### src/rtl/trng_bit_collector16_pkg.sv
// Shared types and build defaults for the TRNG bit collector.
// AUTOCORR_192_BITS selects a 12-word (192-bit) or 16-word (256-bit) autocorrelation round.
package trng_bit_collector16_pkg;

  localparam bit AUTOCORR_192_BITS   = 1'b1;
  localparam int DEF_WORDS_PER_ROUND = AUTOCORR_192_BITS ? 12 : 16;
  localparam int DEF_SMPL_W          = 16;
  localparam int DEF_MIN_SMPL        = 2;

  typedef enum logic [1:0] {
    COLL_IDLE    = 2'd0,
    COLL_COLLECT = 2'd1,
    COLL_HOLD    = 2'd2
  } coll_state_t;

endpackage

### src/rtl/trng_sample_strobe.sv
// Sample-rate divider: strobes on the last cycle of each period; the period is clamped
// to MIN_SMPL and re-latched from sample_cnt_limit only at a wrap, a clear or while disabled.
module trng_sample_strobe #(
  parameter int SMPL_W   = 16,
  parameter int MIN_SMPL = 2
) (
  input  logic              rng_clk,
  input  logic              rst,
  input  logic              en,
  input  logic              clear,
  input  logic [SMPL_W-1:0] sample_cnt_limit,
  output logic              strobe
);

  localparam logic [SMPL_W-1:0] MIN_P = SMPL_W'(MIN_SMPL);

  logic [SMPL_W-1:0] smpl_cnt;
  logic [SMPL_W-1:0] period;
  logic [SMPL_W-1:0] period_next;

  assign period_next = (sample_cnt_limit < MIN_P) ? MIN_P : sample_cnt_limit;
  assign strobe      = en && (smpl_cnt == period - 1'b1);

  always_ff @(posedge rng_clk or posedge rst) begin
    if (rst) begin
      smpl_cnt <= '0;
      period   <= MIN_P;
    end else if (clear || !en || strobe) begin
      smpl_cnt <= '0;
      period   <= period_next;
    end else begin
      smpl_cnt <= smpl_cnt + 1'b1;
    end
  end

endmodule

### src/rtl/trng_bit_collector16.sv
// Packs sampled noise bits into 16-bit words and counts words per autocorrelation round,
// holding accum_enough_bits until the test reports completion or failure.
module trng_bit_collector16
  import trng_bit_collector16_pkg::*;
#(
  parameter int WORDS_PER_ROUND = DEF_WORDS_PER_ROUND,
  parameter int SMPL_W          = DEF_SMPL_W,
  parameter int MIN_SMPL        = DEF_MIN_SMPL
) (
  input  logic              rng_clk,
  input  logic              rst,
  input  logic              rnd_src_en,
  input  logic              rst_trng_logic,
  input  logic              rnd_bit,
  input  logic [SMPL_W-1:0] sample_cnt_limit,
  input  logic              curr_test_err,
  input  logic              autocorr_finish_curr,
  output logic [15:0]       data_in16bit,
  output logic              valid_16bit,
  output logic              accum_enough_bits,
  output logic              collector_busy,
  output coll_state_t       dbg_state
);

  localparam int WC_W = $clog2(WORDS_PER_ROUND + 1);

  coll_state_t      state;
  logic [15:0]      shreg;
  logic [3:0]       bit_cnt;
  logic [WC_W-1:0]  word_cnt;
  logic             flush;
  logic             strobe;

  assign flush     = rst_trng_logic || !rnd_src_en;
  assign dbg_state = state;

  trng_sample_strobe #(
    .SMPL_W   (SMPL_W),
    .MIN_SMPL (MIN_SMPL)
  ) u_strobe (
    .rng_clk          (rng_clk),
    .rst              (rst),
    .en               (state == COLL_COLLECT),
    .clear            (flush || curr_test_err),
    .sample_cnt_limit (sample_cnt_limit),
    .strobe           (strobe)
  );

  // valid_16bit is a one-cycle pulse with no ready: the consumer must take data_in16bit
  // within the 16 cycles that follow; the minimum period keeps the word stable that long.
  always_ff @(posedge rng_clk or posedge rst) begin
    if (rst) begin
      state             <= COLL_IDLE;
      shreg             <= '0;
      bit_cnt           <= '0;
      word_cnt          <= '0;
      data_in16bit      <= '0;
      valid_16bit       <= 1'b0;
      accum_enough_bits <= 1'b0;
      collector_busy    <= 1'b0;
    end else if (flush) begin
      state             <= COLL_IDLE;
      shreg             <= '0;
      bit_cnt           <= '0;
      word_cnt          <= '0;
      data_in16bit      <= '0;
      valid_16bit       <= 1'b0;
      accum_enough_bits <= 1'b0;
      collector_busy    <= 1'b0;
    end else begin
      valid_16bit <= 1'b0;
      case (state)
        COLL_IDLE: begin
          state          <= COLL_COLLECT;
          collector_busy <= 1'b1;
        end
        COLL_COLLECT: begin
          if (curr_test_err) begin
            shreg    <= '0;
            bit_cnt  <= '0;
            word_cnt <= '0;
          end else if (strobe) begin
            shreg   <= {rnd_bit, shreg[15:1]};
            bit_cnt <= bit_cnt + 1'b1;
            if (bit_cnt == 4'hF) begin
              data_in16bit <= {rnd_bit, shreg[15:1]};
              valid_16bit  <= 1'b1;
              word_cnt     <= word_cnt + 1'b1;
              if (word_cnt == WC_W'(WORDS_PER_ROUND - 1)) begin
                state          <= COLL_HOLD;
                collector_busy <= 1'b0;
              end
            end
          end
        end
        COLL_HOLD: begin
          // accum rises the cycle after the final valid pulse, not with it
          if (autocorr_finish_curr || curr_test_err) begin
            state             <= COLL_COLLECT;
            collector_busy    <= 1'b1;
            accum_enough_bits <= 1'b0;
            word_cnt          <= '0;
            bit_cnt           <= '0;
          end else begin
            accum_enough_bits <= 1'b1;
          end
        end
        default: begin
          state          <= COLL_IDLE;
          collector_busy <= 1'b0;
        end
      endcase
    end
  end

endmodule

### config.mk
export PLATFORM = sky130hd
export DESIGN_NAME = trng_bit_collector16
export DESIGN_NICKNAME = d
export VERILOG_FILES = /design/src/rtl/trng_bit_collector16_pkg.sv /design/src/rtl/trng_sample_strobe.sv /design/src/rtl/trng_bit_collector16.sv
export SDC_FILE = /design/constraint.sdc
export NUM_CORES = 1
export LEC_CHECK = 0
export CAP_MARGIN = 0
export CORE_AREA = 2 2 92 94
export CTS_CLUSTER_SIZE = 12
export DETAILED_ROUTE_END_ITERATION = 7
export DIE_AREA = 0 0 94 96
export GPL_TIMING_DRIVEN = 0
export PLACE_DENSITY = 0.67
export SYNTH_ARGS = -nofsm -noshare
export SYNTH_HDL_FRONTEND = slang
export SYNTH_HIERARCHICAL = 1
export SYNTH_SLANG_ARGS = --single-unit
### constraint.sdc
create_clock -name rng_clk -period 3.14 [get_ports rng_clk]
set_input_delay 0.628 -clock rng_clk [delete_from_list [all_inputs] [get_ports rng_clk]]
set_output_delay 0.628 -clock rng_clk [all_outputs]
set_load 0.02 [all_outputs]
After elaboration in Yosys (flattened, before gate mapping):

Cells that the tools add are included.
W data, S select, Z words.

* word-level logic and storage cells: 91
* output and inout bits: 21
* bits of input ports: 23
* register bits after elaboration: 77

* $lt $le $gt $ge: 1
* equal/unequal tests: 13
* mux-type cells: 43
* reductions and logical operators: 20
* add/sub/neg operators: 4

Operators with widths (number)
* $mux W16: 11
* $mux W4: 8
* $add A16 B1 Y16 const B: 1
* $eq A16 B16 Y1: 1
* $lt A16 B2 Y1 const B: 1
* $pmux W4 S2: 2
* $sub A16 B1 Y16 const B: 1
* $ne A3 B3 Y1 const B: 5
* $mux W1: 14
* $mux W2: 6
* $add A4 B1 Y4 const B: 2
* $eq A4 B4 Y1 const B: 2
* $ne A4 B4 Y1 const B: 2
* $reduce_and A4 Y1: 2
* $reduce_bool A2 Y1: 4
* $pmux W2 S3: 1
* $reduce_bool A3 Y1: 2
* $logic_or A1 B1 Y1: 5
* $reduce_and A5 Y1: 1
* $pmux W1 S3: 1
* $reduce_and A3 Y1: 1
* $eq A2 B1 Y1 const B: 1
* $eq A2 B2 Y1 const B: 1
* $logic_not A1 Y1: 2
* other kinds (4): 4

Longest topological paths before layout:

* word-level depth: 7
* gate-level depth with buffers: 14
* gate-level depth less buffers: 12

Modules after synthesis:

The synthesis kept the hierarchy.

Modules (own cells, without submodules)
* trng_sample_strobe: seq. area each 802.0 sq um, cells an instance 196, times used 1, area an instance 2004.4 sq um
* trng_bit_collector16: seq. area each 1076.0 sq um, cells an instance 175, times used 1, area an instance 1885.6 sq um

Worst setup path before layout:

OpenSTA, ideal clock, no wires.

* path kind: flip-flop to flip-flop
* from: reg u_strobe.period[0]
* to: reg data_in16bit[0]
* stages on the path, launching flop included: 14
* arrival time: 2759 ps
* clock period less this slack: 2880 ps
* setup time: 121 ps
* path slack: 260 ps
* data required time: 3019 ps
* path buffers: 2
* path through: dfrtp_1 > inv_1 > ha_1 > clkbuf_1 > nand2_1 > o31a_1 > nor4_2 > nand4_1 > nor3_1 > nor2b_1 > and3_2 > nor2_4 > buf_4 > a22o_1

* longest elaborated chain between the ends: 5

Ends and longest elaborated chain
* start: declaration: RTL line trng_sample_strobe.sv:18 `logic [SMPL_W-1:0] period;`
* start signal: assignment: RTL line trng_sample_strobe.sv:30 `period <= period_next;`
* $sub A16 B1 Y16: RTL line trng_sample_strobe.sv:22 `assign strobe = en && (smpl_cnt == period - 1'b1);`
* $eq A16 B16 Y1: RTL line trng_sample_strobe.sv:22
* $logic_and A1 B1 Y1: RTL line trng_sample_strobe.sv:22
* net strobe: RTL line trng_bit_collector16.sv:32 `logic strobe;`
* $reduce_bool A2 Y1 (no line)
* $reduce_and A4 Y1 (no line)
* end signal: assignment: RTL line trng_bit_collector16.sv:86 `data_in16bit <= {rnd_bit, shreg[15:1]};`
* end: declaration: RTL line trng_bit_collector16.sv:18 `output logic [15:0] data_in16bit,`

The timed path passes the listed nets, and every way through them passes these cells.
A chain may end at the register's enable or synchronous reset.

Final worst setup path:

* from: reg u_strobe.period[4]
* to: reg data_in16bit[8]

Same word-level chain as after synthesis.

==> impl_results.md <==
* Status: finished clean
* PnR worst setup slack at approximately 0.19 ns
* Total CTS buffers at 9
* FMAX at between 300 and 400 MHz
* Vias/cell at roughly 5.4
* Final instance area at 0.00476 mm2
* Commonest non-fill, non-tap cells in the layout: dfrtp_1 (73), nand2_1 (53), clkdlybuf4s50_1 (43)
* Warnings from Yosys at 6
* Initial antenna violation count at 0
* Placer Congestion at between 0.8 and 0.9
* Max cap viols at 0
* Share of layout cells above drive strength 1 at 17.1%
* Setup WS pre-CTS at -0.231 ns
* Final setup skew at roughly 0.017 ns
* Async SR Flop Fraction at 100%
* Full die area at around 0.009 mm2
* Row Count at 33
* DRT antenna net count at 0
* Crit path launch type: flop
* Cells along the critical path: nor4_4, nand4_1, or3_1, xnor2_1, nand3_2, nor3_4, nor2b_4, and3_2, nor2_4, buf_4, a22o_1
* Final core occ at 59.1%
* WS Path Type: flop to flop
* Peak supply drop at between 0.2 and 0.25 mV
* FF-to-FF setup slack at about 0.19 ns
* Avg Cell Area, Syn at about 10 um2
* CP max stage delay at about 0.48 ns
* Leakage power at between 0.002 and 0.0025 uW
* Final setup violation count at 0
* Arrival @ worst endpoint at 3.19 ns
* WP depth at 11
* R2R depth at 11
* Crit-path max FO at 10
* Mapped Cells at around 370
* Top cell type's share of synthesized area at 47.6%
* Part of the Yosys area used for sequential elements at a little under 50%
* Clk root buf: clkbuf_8
* Tot Pwr at 1960 uW
* Post-synth EDFFs at 0
* First-pass GRT wire length at between 10,000 and 15,000 um
* Routed len/inst at 15.1 um
* Final worst path period need at roughly 3 ns
* Slew Viols, Final at 0
* Synth cell types at 58
* Iter 0 DRT Violations at between 100 and 150
* Clk sinks at 75
* CP delay by family, top: simple AND/OR/NAND/NOR gates
* Reg2reg start: u_strobe/period[4]$_DFFE_PP0P_
* Vias in the first global route at 2,921
* GRT Residual Overflow at 0
* Slew headroom at between 40% and 50%
* Net count, final at roughly 460
* Clock Path Buffers at 2
* H-tree depth at 3
* WL final at 8140 um
* Crit path launch: u_strobe/period[4]$_DFFE_PP0P_
* Initial Util at about half
* CTS tree: done
* Setup crit end: data_in16bit[8]$_DFFE_PP0P_
* Crit path max-delay cell type: dfrtp_1
* RSZ-0062 raised after global routing: true
* Synthesis-to-layout area growth at 22.4%
* Hold Slack at 0.498 ns
* FF-to-FF End: data_in16bit[8]$_DFFE_PP0P_
* Antenna cells at 0
* Final Cycle Share at 94.0%
* Reg clk slew, reported paths at roughly 0.080 ns
* Synthesis-stage register bit count at 75
* Net Count, Synth at between 300 and 400
* Largest net degree at the start of global routing at 44
* Commonest non-fill, non-tap cell in the layout: dfrtp_1
* Fin. Hold Viols at 0
* Synth Flop Type: dfrtp_1
* Bufs and invs on worst path at 1
* IO Pins at 44
* Core Region at about 0.0081 mm2
* Placed cell area at about 0.0045 mm2
* Vias post-DR at 2,887
* Clk Latency, worst-skew pair at about 0.36 ns
* Detailed Routing Iterations Pass 1 at 4
* Final HPWL DP at about 5900 um
* PwrDens at around 410 mW/mm2
* Worst Tran Pin Value at approximately 0.88 ns
* Die Y at 96 um
* Worst EP required at 3.38 ns
* Largest area contributor in the netlist: dfrtp_1
* Synth Cell Area at a little under 0.004 mm2
* Hold WC Path Type: flop to flop
* Global Route Usage Sum at 20.1%
* # DRC at 0
* Die X at ~94 um
* Critical Path Sink Type: flop
* Top area cells in the synthesized netlist: dfrtp_1 (48%), xor2_1 (5.2%), nand2_1 (5.1%)
* Port buffer count at between 40 and 50
==> worst reg2reg max path, delay by kind of cell (launching register included) <==
kind,cells,cell delay (ns)
buffers and inverters,1,0.17
flip-flops,1,0.48
XOR/XNOR,1,0.18
AO/OA/AOI/OAI,1,0.19
AND/OR/NAND/NOR,8,1.82
==> worst min path at each step <==
stage / slack (ns) / endpoint / start / depth (start not counted)
after CTS: 0.50 / bit_cnt[2]$_DFFE_PP0P_ / bit_cnt[2]$_DFFE_PP0P_ / 1
after detailed placement: 0.48 / data_in16bit[10]$_DFFE_PP0P_ / data_in16bit[10]$_DFFE_PP0P_ / 1
after global routing: 0.52 / data_in16bit[1]$_DFFE_PP0P_ / data_in16bit[1]$_DFFE_PP0P_ / 1
final: 0.50 / bit_cnt[2]$_DFFE_PP0P_ / bit_cnt[2]$_DFFE_PP0P_ / 1
after floorplan: 0.45 / shreg[1]$_DFFE_PP0P_ / shreg[1]$_DFFE_PP0P_ / 2
after global placement: 0.47 / shreg[1]$_DFFE_PP0P_ / shreg[1]$_DFFE_PP0P_ / 2
==> cells by family (layout without fill, tap and decap cells) <==
group | count (synthesis) | in the layout | synth area share [%]
adder cells (fa/ha/maj) | 4 | 4 | 1.29
buffers and inverters | 29 | 92 | 4.08
multiplexers | 19 | 19 | 6.34
AND/OR/NAND/NOR | 146 | 146 | 19.6
XOR/XNOR | 37 | 37 | 8.33
AO/OA/AOI/OAI | 61 | 61 | 12.1
flip-flops | 75 | 75 | 48.3
==> cell usage after synthesis, types with 5 or more instances <==
master    count
a21oi_1       6
a22o_1       15
buf_4         5
clkbuf_1      6
dfrtp_1      74
inv_1        10
mux2_4       10
nand2_1      53
nand3_1      15
nand4_1       8
nor2_1       31
nor2b_1       5
nor3_1        6
o21ai_0      16
o21ai_1       6
xnor2_1      14
xor2_1       23
==> sequential cells by signal (all words and copies together), names as in the netlist, 2 cells and up <==
register           count
bit_cnt                4
data_in16bit          16
dbg_state              2
shreg                 15
u_strobe/period       16
u_strobe/smpl_cnt     16
word_cnt               4
==> report_power, final <==
group          internal, uW  switching, uW
clock                   381            402
combinational          85.0           96.7
sequential              979           19.7
total                  1450            519
==> per-stage QoR <==
stage | cells | TNS (ns)
floorplan | 371 | 0
global placement | 519 | -1.65
detailed placement | 519 | -2.57
CTS | 534 | 0
global route | 539 | 0
finish | 539 | 0
==> per-layer routing <==
metal	wire length, um	up-vias	global-route usage [%]	share of wire, %
li1	-	1409	-	-
met1	3760	1406	25.9	46
met2	4020	62	34.3	49
met3	265	10	4.15	3.3
met4	99	0	6.16	1.2
met5	0	-	0	0
==> cell type report <==
| type | instances | area (um2) |
|---|---|---|
| Clock inverter | 7 | 83.8 |
| Clock buffer | 9 | 124 |
| Timing Repair Buffer | 48 | 488 |
| Buffer | 17 | 114 |
| Tap cell | 105 | 131 |
| Inverter | 11 | 41.3 |
| Sequential cell | 75 | 1880 |
| Multi-Input combinational cell | 267 | 1900 |
| Fill cell | 711 | 3290 |
==> timing repair <==
item	4_1_cts	5_1_grt
pin swaps	0	6
buffers inserted	0	4
gates resized for setup	4	7
endpoints found under the setup margin	20	29
hold buffers	0	0
Note: power is estimated with default switching activity, not from simulation.
